<file path="config.mk">
export PLATFORM = sky130hd
export DESIGN_NAME = cp0_regs
export DESIGN_NICKNAME = d
export VERILOG_FILES = /design/src/rtl/cp0_regs.sv
export SDC_FILE = /design/constraint.sdc
export NUM_CORES = 1
export LEC_CHECK = 0
export CAP_MARGIN = 20
export CORE_MARGIN = 2
export CORE_UTILIZATION = 45
export DETAILED_ROUTE_END_ITERATION = 7
export PLACE_DENSITY = 0.82
export SYNTH_ARGS = -nofsm -noshare
export SYNTH_HDL_FRONTEND = slang
export SYNTH_SLANG_ARGS = --single-unit
</file>
<file path="constraint.sdc">
create_clock -name clk -period 6.6 [get_ports clk]
set_input_delay 1.65 -clock clk [delete_from_list [all_inputs] [get_ports clk]]
set_output_delay 1.65 -clock clk [all_outputs]
set_load 0.1 [all_outputs]
</file>
<file path="src/rtl/cp0_regs.sv">
// MIPS-style CP0 register block: Status, Cause, EPC, BadVAddr and registered interrupt request.
// Define CP0_TIMER_EN to build the Count/Compare timer and the Cause.TI interrupt source.
module cp0_regs #(
  parameter int COUNT_TICK_LOG2 = 1
) (
  input  logic        clk,
  input  logic        rst,
  input  logic        mtc0_we,
  input  logic [4:0]  cp0_addr,
  input  logic [31:0] mtc0_wdata,
  input  logic [5:0]  hw_int,
  input  logic        exc_enter,
  input  logic        eret,
  input  logic        epc_wr,
  input  logic [31:0] epc_in,
  input  logic        cause_bd_wr,
  input  logic        cause_bd_in,
  input  logic        cause_exccode_wr,
  input  logic [4:0]  cause_exccode_in,
  input  logic        badvaddr_wr,
  input  logic [31:0] badvaddr_in,
  output logic [31:0] mfc0_rdata,
  output logic        status_exl,
  output logic [31:0] epc_out,
  output logic        int_req
);

  localparam logic [4:0] ADDR_BADVADDR = 5'd8;
  localparam logic [4:0] ADDR_COUNT    = 5'd9;
  localparam logic [4:0] ADDR_COMPARE  = 5'd11;
  localparam logic [4:0] ADDR_STATUS   = 5'd12;
  localparam logic [4:0] ADDR_CAUSE    = 5'd13;
  localparam logic [4:0] ADDR_EPC      = 5'd14;

  logic [7:0]  status_im;
  logic        status_ie;
  logic        cause_bd;
  logic        cause_ti;
  logic [7:0]  cause_ip;
  logic [4:0]  cause_exccode;
  logic [31:0] epc;
  logic [31:0] badvaddr;

  logic wr_status, wr_cause, wr_epc, wr_badvaddr;

  assign wr_status   = mtc0_we && (cp0_addr == ADDR_STATUS);
  assign wr_cause    = mtc0_we && (cp0_addr == ADDR_CAUSE);
  assign wr_epc      = mtc0_we && (cp0_addr == ADDR_EPC);
  assign wr_badvaddr = mtc0_we && (cp0_addr == ADDR_BADVADDR);

  assign epc_out = epc;

  // Hardware exception updates win over a software write to the same field.
  always_ff @(posedge clk) begin
    if (rst) begin
      status_im     <= 8'h00;
      status_ie     <= 1'b0;
      status_exl    <= 1'b0;
      cause_bd      <= 1'b0;
      cause_ip      <= 8'h00;
      cause_exccode <= 5'd0;
      epc           <= 32'd0;
      badvaddr      <= 32'd0;
      int_req       <= 1'b0;
    end else begin
      if (wr_status) begin
        status_im <= mtc0_wdata[15:8];
        status_ie <= mtc0_wdata[0];
      end
      if (exc_enter)
        status_exl <= 1'b1;
      else if (eret)
        status_exl <= 1'b0;
      else if (wr_status)
        status_exl <= mtc0_wdata[1];

      cause_ip[7:2] <= {hw_int[5] | cause_ti, hw_int[4:0]};
      if (wr_cause)
        cause_ip[1:0] <= mtc0_wdata[9:8];
      if (cause_bd_wr)
        cause_bd <= cause_bd_in;
      if (cause_exccode_wr)
        cause_exccode <= cause_exccode_in;

      if (epc_wr)
        epc <= epc_in;
      else if (wr_epc)
        epc <= mtc0_wdata;

      if (badvaddr_wr)
        badvaddr <= badvaddr_in;
      else if (wr_badvaddr)
        badvaddr <= mtc0_wdata;

      int_req <= status_ie & ~status_exl & (|(cause_ip & status_im));
    end
  end

`ifdef CP0_TIMER_EN
  logic [COUNT_TICK_LOG2-1:0] tick;
  logic [31:0]                count;
  logic [31:0]                compare;
  logic                       wr_count, wr_compare;

  assign wr_count   = mtc0_we && (cp0_addr == ADDR_COUNT);
  assign wr_compare = mtc0_we && (cp0_addr == ADDR_COMPARE);

  // Count advances as the prescaler wraps; a software load leaves the prescaler phase alone.
  always_ff @(posedge clk) begin
    if (rst) begin
      tick     <= '0;
      count    <= 32'd0;
      compare  <= 32'd0;
      cause_ti <= 1'b0;
    end else begin
      tick <= tick + COUNT_TICK_LOG2'(1);
      if (wr_count)
        count <= mtc0_wdata;
      else if (&tick)
        count <= count + 32'd1;
      if (wr_compare) begin
        compare  <= mtc0_wdata;
        cause_ti <= 1'b0;
      end else if ((compare != 32'd0) && (count == compare)) begin
        cause_ti <= 1'b1;
      end
    end
  end
`else
  assign cause_ti = 1'b0;
`endif

  always_comb begin
    mfc0_rdata = 32'd0;
    case (cp0_addr)
      ADDR_BADVADDR: mfc0_rdata = badvaddr;
`ifdef CP0_TIMER_EN
      ADDR_COUNT:    mfc0_rdata = count;
      ADDR_COMPARE:  mfc0_rdata = compare;
`endif
      ADDR_STATUS:   mfc0_rdata = {9'd0, 1'b1, 6'd0, status_im, 6'd0, status_exl, status_ie};
      ADDR_CAUSE:    mfc0_rdata = {cause_bd, cause_ti, 14'd0, cause_ip, 1'b0, cause_exccode, 2'b00};
      ADDR_EPC:      mfc0_rdata = epc;
      default:       mfc0_rdata = 32'd0;
    endcase
  end

endmodule

</file>
==> results.json <==
{
  "outcome": "finished clean",
  "cts_root_buf": "clkbuf_8",
  "final.fill_count": 863,
  "drive_gt1_share_pct": 14.2,
  "via_count": 5446,
  "antenna_cells": 0,
  "synth_area_um2": 5020,
  "clock_skew_ns": 0.00918,
  "rsz0062_at_grt": "no",
  "routabilityCongestion": 0.876,
  "start_util_pct": 46.1,
  "place_ws_ns": 0.848,
  "grt_pass1_vias": 5521,
  "yosysTopAreaCell": "dfxtp_1",
  "synth.ff_latch_count": 89,
  "worstHoldPathCells": 2,
  "synth_top_area_share_pct": 35.5,
  "fin_crit_ns": 5.80,
  "p_sw_share_pct": 33.9,
  "ir_worst_vdd_mv": 0.136,
  "finalSetupTns_ns": 0,
  "relSlewSlack_pct": 30.8,
  "sequentialPowerShare_pct": 43.1,
  "yosys-top-cells-area": "dfxtp_1 35%, nor4_1 12%, a211oi_1 9.6%, a2111oi_2 9.0%, nor2b_1 4.9%",
  "hold_viol_final": 0,
  "crit_required_ns": 4.95,
  "intPower_uw": 912,
  "syn-instance-count": 578,
  "multiInputGateArea_um2": 2770,
  "antenna_found_initial": 0,
  "crit_path_cell_trace": "clkdlybuf4s50_1, or2_2, buf_4, or3_1, o2111ai_1, buf_12",
  "pwr-share-comb_pct": 28.9,
  "start_kind": "input pin",
  "cts.sink_count": 89,
  "finalPower_mw": 1.38,
  "holdPathEnd": "cause_exccode[4]$_SDFFE_PP0P_",
  "path_delay_family": "buffers and inverters",
  "hp-start": "cause_exccode[4]$_SDFFE_PP0P_",
  "ys_seq_area_share_pct": 35.5,
  "final_area_um2": 7370,
  "dpl_cell_area_um2": 7130,
  "cts_buffer_depth": 2,
  "cts.repair_timing.setup_buffer_count": 0,
  "rrSetupSlack_ns": 5.60,
  "hpwl_um": 11800,
  "crit_fanout": 32,
  "leakagePower_nw": 2.57,
  "synth_nets": 700,
  "cts_tree": "built",
  "num_io_pins": 188,
  "drv_cap": 0,
  "htreeDepth": 3,
  "clkPwrFrac_pct": 28.0,
  "num-nets-final": 831,
  "rows": 38,
  "fmax_ghz": 0.173,
  "reg2reg_depth": 3,
  "cts_made_buffers": 9,
  "r2r_start": "cause_ip[6]$_SDFF_PP0_",
  "port_buffers": 187,
  "path_clk_slew_ns": 0.09,
  "core_area_um2": 10900,
  "async_reset_ff_share_pct": 0,
  "synth.distinct_cells": 38,
  "grt-ovfl-total": 0,
  "avgSynthCellArea_um2": 8.69,
  "wl_per_cell_um": 21.1,
  "yosysWarnings": 0,
  "cts_resized": 0,
  "ant_nets": 0,
  "finalSetupViolCount": 0,
  "grt_max_degree": 97,
  "insertion_delay_ns": 0.36,
  "finalCritPeriodShare_pct": 87.8,
  "timing.critical_path.buf_inv": 3,
  "fin_hold_ws_ns": 0.505,
  "dr.pass1.iters": 5,
  "arrival_ns": 4.15,
  "utilization_pct": 67.7,
  "setup_ws_ns": 0.804,
  "worstHoldPathType": "flip-flop to flip-flop",
  "hold_buffers": 0,
  "reg2reg_to": "int_req$_SDFF_PP0_",
  "grt_pass1_wl_um": 28000,
  "wl_um": 18000,
  "grt_usage_pct": 29.6,
  "regArea_um2": 1780,
  "dominantRegCellSynth": "dfxtp_1",
  "drc": 0,
  "tightest_slew_ns": 1.03,
  "path_class": "input pin to primary output",
  "die_h_um": 110,
  "syn_to_final_growth_pct": 46.7,
  "stdcell_count": 853,
  "p_per_area_nw_per_um2": 187,
  "placed_cells": 836,
  "worst_path_max_delay_cell": "clkdlybuf4s50_1",
  "viasPerCell": 6.38,
  "drtIter0Drc": 367,
  "crit_path_end_kind": "primary output",
  "dieArea_um2": 12000,
  "drv_slew": 0,
  "switchingPower_uw": 469,
  "synth-edff-count": 0,
  "cp_slowest_stage_delay_ns": 0.58,
  "die_w_um": 110
}
-- Yosys cell counts, types with 4 or more instances --
| master | n |
|---|---|
| nor4_1 | 96 |
| dfxtp_1 | 89 |
| a211oi_1 | 64 |
| clkbuf_1 | 50 |
| inv_1 | 40 |
| nor2b_1 | 39 |
| nand3_1 | 35 |
| a2111oi_2 | 30 |
| buf_2 | 21 |
| a22o_1 | 15 |
| and3_1 | 10 |
| a21oi_1 | 9 |
| o21ai_1 | 9 |
| a221o_1 | 8 |
| mux2i_1 | 8 |
| nor2_1 | 8 |
| o2111ai_1 | 8 |
| nand2b_1 | 7 |
| a22oi_1 | 4 |
| buf_6 | 4 |
-- cell families (layout without fill, tap and decap cells) --
kind of cell	after synthesis	count (layout)	synth area share, %
muxes	8	8	1.59
buffers and inverters	120	255	10.3
and+or+nand+nor	210	210	25.5
AOI/OAI and AO/OA	151	151	27.1
DFF	89	89	35.5
-- worst register-to-register path: stages (launching register included) --
cell,delay (ns)
dfxtp_1,0.32
a22oi_1,0.23
nand4_1,0.14
and3_1,0.19
-- flip-flops by register name, indices dropped and copies added (netlist names) --
register       cells
status_ie          1
cause_exccode      5
cause_bd           1
status_exl         1
int_req            1
badvaddr          32
cause_ip           8
status_im          8
epc_out           32
-- power groups by stage --
stage	Clock (mW)	Combinational, mW	Sequential (mW)
finish	0.387	0.399	0.595
global placement	0	0.387	0.605
global route	0.410	0.417	0.598
CTS	0.388	0.394	0.594
floorplan	0	0.144	0.703
detailed placement	0	0.393	0.606
-- metal layers --
metal  global-route usage (%)  vias to the layer above  share of wire, %
li1                         -                     2508                 -
met1                     36.1                     2591                40
met2                     50.0                      305                49
met3                     7.17                       42               8.5
met4                     12.0                        0               2.5
met5                        0                        -                 0
-- cells in the final DEF (no fill, tap or decap), types with 2 or more instances in the layout --
cell type and instances:
a2111oi_0 2, a2111oi_2 31, a211oi_1 64, a21oi_1 9, a221o_1 8, a22o_1 15, a22oi_1 4, and3_1 10
buf_12 32, buf_4 14, clkbuf_8 11, clkdlybuf4s50_1 152, clkinv_2 2, dfxtp_1 89, inv_1 40, mux2i_1 8
nand2b_1 7, nand3_1 35, nor2_1 8, nor2b_1 38, nor3b_1 2, nor4_1 96, o2111ai_1 8, o21ai_1 9
-- area by class of cell --
class / instances / share of cell area [%]
flip-flops and latches: 89 / 24.2
inverters: 40 / 2.04
clock inverters: 3 / 0.543
clock buffers: 12 / 2.10
multi-input cells: 369 / 37.6
well taps: 140 / 2.38
repair buffers: 200 / 31.2
-- worst max path at each step --
stage	depth (start not counted)	to	slack (ns)	startpoint
5_1_grt	6	mfc0_rdata[11]	0.70	cp0_addr[1]
2_1_floorplan	5	mfc0_rdata[10]	0.91	cp0_addr[0]
3_3_place_gp	6	mfc0_rdata[15]	0.91	cp0_addr[1]
4_1_cts	6	mfc0_rdata[9]	0.83	cp0_addr[1]
3_5_place_dp	6	mfc0_rdata[8]	0.85	cp0_addr[1]
6_report	6	mfc0_rdata[9]	0.80	cp0_addr[1]
(Power assumes the default switching activity.)
